## src/rtl/print_status_rx.sv

```systemverilog
// 8N1 UART receiver for the printer return line, single-entry valid/ready output.
// Optional PRINT_RX_MAJORITY_EN: 2-of-3 majority vote at every sample point.
module print_status_rx #(
   parameter int BAUD_NUM = 2604,
   parameter int HALF_NUM = BAUD_NUM / 2
) (
   input  logic       clk,
   input  logic       rst,
   input  logic       rx,
   input  logic       data_ready,
   output logic [7:0] data,
   output logic       data_valid,
   output logic       frame_err,
   output logic       overrun,
   output logic       busy
);

   localparam int CW = $clog2(BAUD_NUM + 1);
   localparam logic [CW-1:0] BAUD_C = CW'(BAUD_NUM);
   localparam logic [CW-1:0] HALF_C = CW'(HALF_NUM);

   typedef enum logic [2:0] {
      IDLE,
      START,
      DATA,
      STOP,
      WAIT_HIGH
   } state_t;

   state_t        state_q, state_d;
   logic          rx_m, rx_s;
   logic [CW-1:0] cnt_q, cnt_d;
   logic [3:0]    bit_q, bit_d;
   logic [7:0]    sh_q, sh_d;
   logic          bit_val;
   logic          deliver;
   logic          ferr;

   always_ff @(posedge clk or posedge rst) begin
      if (rst) begin
         rx_m <= 1'b1;
         rx_s <= 1'b1;
      end else begin
         rx_m <= rx;
         rx_s <= rx_m;
      end
   end

`ifdef PRINT_RX_MAJORITY_EN
   // Counter advances every cycle, so the last two rx_s values are S-1 and S-2.
   logic [1:0] hist_q;

   always_ff @(posedge clk or posedge rst) begin
      if (rst) hist_q <= 2'b11;
      else     hist_q <= {hist_q[0], rx_s};
   end

   assign bit_val = (hist_q[0] & hist_q[1]) |
                    (hist_q[0] & rx_s) |
                    (hist_q[1] & rx_s);
`else
   assign bit_val = rx_s;
`endif

   always_ff @(posedge clk or posedge rst) begin
      if (rst) begin
         state_q <= IDLE;
         cnt_q   <= '0;
         bit_q   <= '0;
         sh_q    <= '0;
      end else begin
         state_q <= state_d;
         cnt_q   <= cnt_d;
         bit_q   <= bit_d;
         sh_q    <= sh_d;
      end
   end

   always_comb begin
      state_d = state_q;
      cnt_d   = cnt_q;
      bit_d   = bit_q;
      sh_d    = sh_q;
      deliver = 1'b0;
      ferr    = 1'b0;
      unique case (state_q)
         IDLE: begin
            cnt_d = '0;
            if (!rx_s) state_d = START;
         end
         START: begin
            if (cnt_q == HALF_C) begin
               cnt_d   = '0;
               bit_d   = '0;
               state_d = bit_val ? IDLE : DATA;
            end else begin
               cnt_d = cnt_q + 1'b1;
            end
         end
         DATA: begin
            if (cnt_q == BAUD_C) begin
               cnt_d = '0;
               sh_d  = {bit_val, sh_q[7:1]};
               bit_d = bit_q + 4'd1;
               if (bit_q == 4'd7) state_d = STOP;
            end else begin
               cnt_d = cnt_q + 1'b1;
            end
         end
         STOP: begin
            if (cnt_q == BAUD_C) begin
               cnt_d = '0;
               if (bit_val) begin
                  deliver = 1'b1;
                  state_d = IDLE;
               end else begin
                  ferr    = 1'b1;
                  state_d = WAIT_HIGH;
               end
            end else begin
               cnt_d = cnt_q + 1'b1;
            end
         end
         WAIT_HIGH: begin
            cnt_d = '0;
            if (rx_s) state_d = IDLE;
         end
         default: state_d = IDLE;
      endcase
   end

   // A byte may land in the same cycle the consumer drains the old one.
   always_ff @(posedge clk or posedge rst) begin
      if (rst) begin
         data       <= '0;
         data_valid <= 1'b0;
         frame_err  <= 1'b0;
         overrun    <= 1'b0;
      end else begin
         frame_err <= ferr;
         overrun   <= deliver & data_valid & ~data_ready;
         if (deliver && (!data_valid || data_ready)) begin
            data       <= sh_q;
            data_valid <= 1'b1;
         end else if (data_valid && data_ready) begin
            data_valid <= 1'b0;
         end
      end
   end

   assign busy = (state_q != IDLE);

endmodule

```

## config.mk

```make
export PLATFORM = sky130hd
export DESIGN_NAME = print_status_rx
export DESIGN_NICKNAME = d
export VERILOG_FILES = /design/src/rtl/print_status_rx.sv
export SDC_FILE = /design/constraint.sdc
export NUM_CORES = 1
export LEC_CHECK = 0
export ABC_AREA = 1
export CAP_MARGIN = 10
export CORE_MARGIN = 5
export CORE_UTILIZATION = 52
export DETAILED_ROUTE_END_ITERATION = 12
export GPL_TIMING_DRIVEN = 0
export PLACE_DENSITY_LB_ADDON = 0.15
export SLEW_MARGIN = 25
export SYNTH_ARGS = -nofsm -noshare
export SYNTH_HDL_FRONTEND = slang
export SYNTH_SLANG_ARGS = --single-unit
```

## constraint.sdc

```tcl
create_clock -name clk -period 1.4 [get_ports clk]
set_input_delay 0.21 -clock clk [delete_from_list [all_inputs] [get_ports clk]]
set_output_delay 0.21 -clock clk [all_outputs]
set_load 0.02 [all_outputs]
```

Word level (Yosys, flattened, before mapping)
Index checks and enable logic that the tools add are counted.
{"block": "word_totals", "ff_bits": 40, "input_bits": 4, "out_inout_bits": 12, "word_cells": 65}
{"block": "classes", "addsub": 2, "n_eq_ne": 13, "muxes": 23, "bitwise": 3, "n_reduce_logical": 14}
{"cell": "case mux 12 bit (3 select lines)", "n": 1}
{"cell": "2-to-1 mux 12 bit", "n": 2}
{"cell": "2-to-1 mux 3 bit", "n": 7}
{"cell": "case mux 3 bit (5 select lines)", "n": 1}
{"cell": "adder 12 x 1 -> 12 bit (second input constant)", "n": 1}
{"cell": "equality test 12 x 11 -> 1 bit (second input constant)", "n": 1}
{"cell": "equality test 12 bit (second input constant)", "n": 1}
{"cell": "inequality test 2 bit (second input constant)", "n": 6}
{"cell": "2-to-1 mux 1 bit", "n": 8}
{"cell": "2-to-1 mux 4 bit", "n": 2}
{"cell": "case mux 4 bit (2 select lines)", "n": 1}
{"cell": "equality test 3 x 2 -> 1 bit (second input constant)", "n": 2}
{"cell": "AND reduction 6 bit", "n": 1}
{"cell": "nonzero test 3 bit", "n": 2}
{"cell": "adder 4 x 1 -> 4 bit (second input constant)", "n": 1}
{"cell": "equality test 4 x 3 -> 1 bit (second input constant)", "n": 1}
{"cell": "nonzero test 2 bit", "n": 2}
{"cell": "OR reduction 2 bit", "n": 2}
{"cell": "equality test 3 x 1 -> 1 bit (second input constant)", "n": 1}
{"cell": "equality test 3 bit (second input constant)", "n": 1}
{"cell": "logical NOT 3 bit", "n": 1}
{"cell": "AND reduction 3 bit", "n": 1}
{"cell": "AND 1 bit", "n": 2}
{"cell": "logical AND 1 bit", "n": 2}
{"cell": "other kinds (5)", "n": 5}

Longest topological paths before layout
{"block": "logic_depth", "ltp_word": 5, "mapped_depth": 10, "depth_no_buf": 9}

Worst setup path after synthesis
OpenSTA, ideal clock, no wires.
{"block": "synth_timing", "path_kind": "flip-flop to flip-flop", "startpoint": "register cnt_q[0]", "endpoint": "register sh_q[0]", "setup_ns": 0.117, "arrival_ns": 1.449, "required_ns": 1.283, "slack_ns": -0.166, "stages_incl_launch_ff": 8, "path_buffers": 0, "period_less_slack_ns": 1.566, "cell_sequence": "dfrtp_1 -> inv_1 -> ha_1 -> nand3_1 -> nor3_4 -> nand2_1 -> nand2_1 -> nand2_1"}
{"block": "synth_between", "elab_chain_len": 2}
{"item": "start: declaration", "line_no": "32", "source": "logic [CW-1:0] cnt_q, cnt_d;"}
{"item": "start signal: assignment", "line_no": "73", "source": "cnt_q <= cnt_d;"}
{"item": "equality test 12 bit", "line_no": "101", "source": "if (cnt_q == BAUD_C) begin"}
{"item": "AND reduction 2 bit (no source line)"}
{"item": "end signal: assignment", "line_no": "70", "source": "sh_q <= '0;"}
{"item": "end signal: assignment", "line_no": "75", "source": "sh_q <= sh_d;"}
{"item": "end: declaration", "line_no": "34", "source": "logic [7:0] sh_q, sh_d;"}
Every way passes these cells.
A chain may end at the register's enable or synchronous reset.

Final worst setup path
{"block": "layout_timing", "startpoint": "register state_q[1]", "endpoint": "register bit_q[1]"}
{"block": "layout_between", "elab_chain_len": 3, "word_cells_on_any_way": 7, "cone_classes": "eq/ne: 4; mux: 1; reduce/logical: 2"}
{"item": "start: declaration", "line_no": "30", "source": "state_t state_q, state_d;"}
{"item": "start signal: assignment", "line_no": "72", "source": "state_q <= state_d;"}
{"item": "equality test 3 x 2 -> 1 bit / equality test 3 x 1 -> 1 bit (equally long branches)", "line_no": "86", "source": "unique case (state_q)"}
{"item": "inequality test 2 bit (no source line) / nonzero test 2 bit (equally long branches)"}
{"item": "AND reduction 3 bit (no source line)"}
{"item": "end signal: assignment", "line_no": "74", "source": "bit_q <= bit_d;"}
{"item": "end: declaration", "line_no": "33", "source": "logic [3:0] bit_q, bit_d;"}
Several ways; a longest one is shown, not always the timed one.

==> flow_results.xml <==
<?xml version="1.0" encoding="UTF-8"?>
<metrics>
  <group name="synthesis">
    <metric name="synth_largest_area_cell" unit="">dfrtp_1</metric>
    <metric name="synthDominantCellAreaShare" unit="">0.447</metric>
    <metric name="synthCells" unit="">287</metric>
    <metric name="post-synth-top-count-cell" unit="">nand2_1</metric>
    <metric name="async_reset_ff_frac" unit="">1.00</metric>
    <metric name="dominantRegCellSynth" unit="">dfrtp_1</metric>
    <metric name="synth-seq-area-share" unit="">0.472</metric>
    <metric name="post_synth_instance_area" unit="um^2">2130</metric>
    <metric name="netlist_top_cells_area" unit="">dfrtp_1 45%, nand2_1 17%, nor2_1 6.9%, nand3_1 6.8%, inv_1 6.2%</metric>
    <metric name="synth.cells.most_frequent" unit="">96 x nand2_1, 39 x nor2_1, 38 x dfrtp_1</metric>
    <metric name="synth-warning-count" unit="">0</metric>
    <metric name="syn-num-nets" unit="">295</metric>
    <metric name="synthesis_stage_register_bit_count" unit="">40</metric>
    <metric name="postSynthAreaPerCell" unit="um^2">7.41</metric>
    <metric name="synth.lib_cells_used.distinct" unit="">24</metric>
    <metric name="synth_enable_flop_cells" unit="">0</metric>
  </group>
  <group name="timing">
    <metric name="fin_crit" unit="ns">1.47</metric>
    <metric name="transition_time_of_the_tightest_slew_check_pin" unit="ns">0.420</metric>
    <metric name="hold_ws" unit="ns">0.191</metric>
    <metric name="timing.clock.skew" unit="ns">0.00841</metric>
    <metric name="drv_slew" unit="">0</metric>
    <metric name="setup_viol" unit="">31</metric>
    <metric name="maxClockFrequency" unit="GHz">0.680</metric>
    <metric name="final-hold-violation-count" unit="">0</metric>
    <metric name="layout_worst_path_cycle_share" unit="">1.05</metric>
    <metric name="maxSlewHeadroom" unit="">0.718</metric>
    <metric name="unrepaired_setup_endpoints_after_global_routing" unit="">true</metric>
    <metric name="final_critical_path_setup_slack" unit="ns">-0.0714</metric>
  </group>
  <group name="power">
    <metric name="vdd.ir_drop.worst" unit="uV">485</metric>
    <metric name="cellLeakagePower" unit="nW">1.48</metric>
    <metric name="total_power" unit="mW">1.96</metric>
    <metric name="cellPowerDensity" unit="nW/um^2">705</metric>
  </group>
  <group name="route">
    <metric name="detail_route.first_pass.iterations" unit="">4</metric>
    <metric name="drt_iter0_drc" unit="">150</metric>
    <metric name="met2RoutedLength" unit="um">2230</metric>
    <metric name="drtAntennaViolNets" unit="">0</metric>
    <metric name="routed_wirelength" unit="um">4700</metric>
    <metric name="viasPerCell" unit="">5.16</metric>
    <metric name="wl_met3" unit="um">279</metric>
    <metric name="maxUsedRoutingLayer" unit="">met4</metric>
    <metric name="routedWlPerCell" unit="um">12.4</metric>
    <metric name="wire_length_the_detailed_router_placed_on_met1" unit="um">2130</metric>
    <metric name="routed-via-count" unit="">1949</metric>
    <metric name="drc" unit="">0</metric>
  </group>
  <group name="global_route">
    <metric name="grt_pass1_wl" unit="um">8020</metric>
    <metric name="pin_count_of_the_biggest_net_entering_global_routing" unit="">28</metric>
    <metric name="grt_antenna_before_repair" unit="">0</metric>
    <metric name="first_global_vias" unit="">1742</metric>
    <metric name="grt-ovfl-total" unit="">0</metric>
    <metric name="grtUsageTotal" unit="">0.192</metric>
  </group>
  <group name="die">
    <metric name="placement_rows" unit="">23</metric>
    <metric name="die_area" unit="um^2">5470</metric>
    <metric name="die_h" unit="um">74.0</metric>
    <metric name="design.portCount" unit="">16</metric>
    <metric name="core" unit="um^2">3970</metric>
    <metric name="die_width" unit="um">74.0</metric>
    <metric name="start_util" unit="">0.536</metric>
  </group>
  <group name="critical_path">
    <metric name="required" unit="ns">1.64</metric>
    <metric name="critical_path.reg2reg.startpoint" unit="">state_q[1]$_DFFE_PP0P_</metric>
    <metric name="timing.setup.critical_path_class" unit="">reg -&gt; reg</metric>
    <metric name="critical_path_source_type" unit="">flip-flop</metric>
    <metric name="r2r_cells" unit="">9</metric>
    <metric name="cp_max_fo" unit="">6</metric>
    <metric name="worst_ep_arrival_time" unit="ns">1.71</metric>
    <metric name="crit-reg2reg-capture" unit="">bit_q[1]$_DFFE_PP0P_</metric>
    <metric name="crit_path_end_kind" unit="">flip-flop</metric>
    <metric name="setup.reg_to_reg.worst_slack" unit="ns">-0.07</metric>
  </group>
  <group name="place">
    <metric name="dp_slack" unit="ns">-0.294</metric>
    <metric name="detailedPlacementHpwl" unit="um">3140</metric>
    <metric name="routabilityCongestion" unit="">0.908</metric>
    <metric name="port_buffers" unit="">15</metric>
  </group>
  <group name="clock_tree">
    <metric name="tritoncts" unit="">yes</metric>
    <metric name="clock_insertion_delay_worst_skew" unit="ns">0.30</metric>
    <metric name="cts.reportedPaths.clkPinSlew" unit="ns">0.08</metric>
    <metric name="clock_tree.root_cell" unit="">clkbuf_8</metric>
    <metric name="clock_tree.buffer_depth" unit="">2</metric>
    <metric name="tritoncts.num_buffers" unit="">5</metric>
    <metric name="post_cts_hold_buffer_count" unit="">0</metric>
    <metric name="clkSinkCount" unit="">40</metric>
    <metric name="cts_max_level" unit="">2</metric>
  </group>
  <group name="layout">
    <metric name="antenna_cells_inserted" unit="">0</metric>
    <metric name="synthToLayoutAreaGrowth" unit="%">30.4</metric>
    <metric name="final.fill_count" unit="">306</metric>
    <metric name="footprint_of_the_multi_input_gates" unit="um^2">1120</metric>
    <metric name="final_core_util" unit="">0.698</metric>
    <metric name="num-nets-final" unit="">335</metric>
    <metric name="seq_area" unit="um^2">1010</metric>
    <metric name="post_route_cells_drive_above_1_share" unit="">0.259</metric>
  </group>
  <group name="outcome">
    <metric name="run_status" unit="">finished, violations left</metric>
    <metric name="violations" unit="">setup timing</metric>
  </group>
  <group name="run">
    <metric name="max-cap-violations" unit="">0</metric>
  </group>
  <group name="min_path">
    <metric name="worst_min_delay_path_class" unit="">in -&gt; async</metric>
  </group>
</metrics>
state kept, by name, summed over array words and instances, names as in the netlist:
signal / count
bit_val: 1
rx_m: 1
data: 8
bit_q: 4
data_valid: 1
sh_q: 8
overrun: 1
frame_err: 1
cnt_q: 12
state_q: 3
metal layers:
layer / track usage / up-vias
li1: - / 984
met1: 0.267 / 905
met2: 0.297 / 54
met5: 0 / -
met3: 0.0446 / 6
met4: 0.0624 / 0
worst max-delay path by stage:
stage	cells past startpoint	to	from
after floorplan	7	data[0]$_DFFE_PP0P_	cnt_q[1]$_DFFE_PP0P_
after global placement	2	bit_q[2]$_DFFE_PP0P_	rst
after detailed placement	7	data[0]$_DFFE_PP0P_	cnt_q[0]$_DFFE_PP0P_
after CTS	8	data[0]$_DFFE_PP0P_	cnt_q[1]$_DFFE_PP0P_
after global routing	9	bit_q[2]$_DFFE_PP0P_	state_q[1]$_DFFE_PP0P_
final	9	bit_q[1]$_DFFE_PP0P_	state_q[1]$_DFFE_PP0P_
layout make-up:
type,instances,area share
clock inverter,3,0.00677
sequential,40,0.364
clock buffer,5,0.0248
tap,50,0.0226
inverter,38,0.0523
multi-input combinational,204,0.405
timing repair buffer,33,0.112
buffer,5,0.0126
per-stage QoR:
step | instances | cell area, um^2 | TNS (ns)
after global routing | 378 | 2770 | -4.90
after floorplan | 287 | 2160 | -0.419
after CTS | 376 | 2660 | -1.43
final | 378 | 2770 | -1.23
after detailed placement | 353 | 2390 | -7.10
after global placement | 352 | 2370 | -28.26
cells by family (layout without fill, tap and decap cells):
group	count (synthesis)	after routing	share of synthesized area
compound gates	9	9	0.0229
xor+xnor	7	7	0.0288
fa+ha+maj	4	4	0.0235
buf+inv	43	84	0.0794
flops	40	40	0.472
simple gates	184	184	0.374
layout by cell type, fill, tap and decap left out, types with 11 or more instances in the layout:
cell type      synthesis  layout
nand3_1               29      23
inv_1                 35      26
inv_2                  3      11
nand4_1               11      11
nand2_1               96      82
nor2_1                39      32
nand2_2                1      12
dfrtp_1               38      34
buf_4                  1      13
dlygate4sd2_1          0      11
worst max-delay path, stage by stage (launching register included):
cell and delay [ns]:
dfrtp_1 0.53, inv_2 0.09, nor2_1 0.12, nand2_2 0.12, inv_4 0.08, nand3_1 0.10
nand2_2 0.11, buf_4 0.13, nand3b_1 0.07, nand2_1 0.07
power breakdown:
group	leakage, nW	internal, mW	total [mW]	switching, mW
Clock	0.0479	0.347	0.753	0.406
Combinational	0.896	0.0140	0.0408	0.0268
Sequential	0.532	1.16	1.16	0.00241
Total	1.48	1.52	1.96	0.435
what timing repair did:
| action | 4_1_cts | 5_1_grt |
|---|---|---|
| gates resized for setup | 38 | 37 |
| gates cloned | 1 | 0 |
| hold endpoints to repair | 0 | 0 |
| pin swaps | 14 | 6 |
| endpoints found under the setup margin | 48 | 38 |
| buffers inserted | 14 | 2 |
No activity file was read; power rests on OpenSTA's default activity.
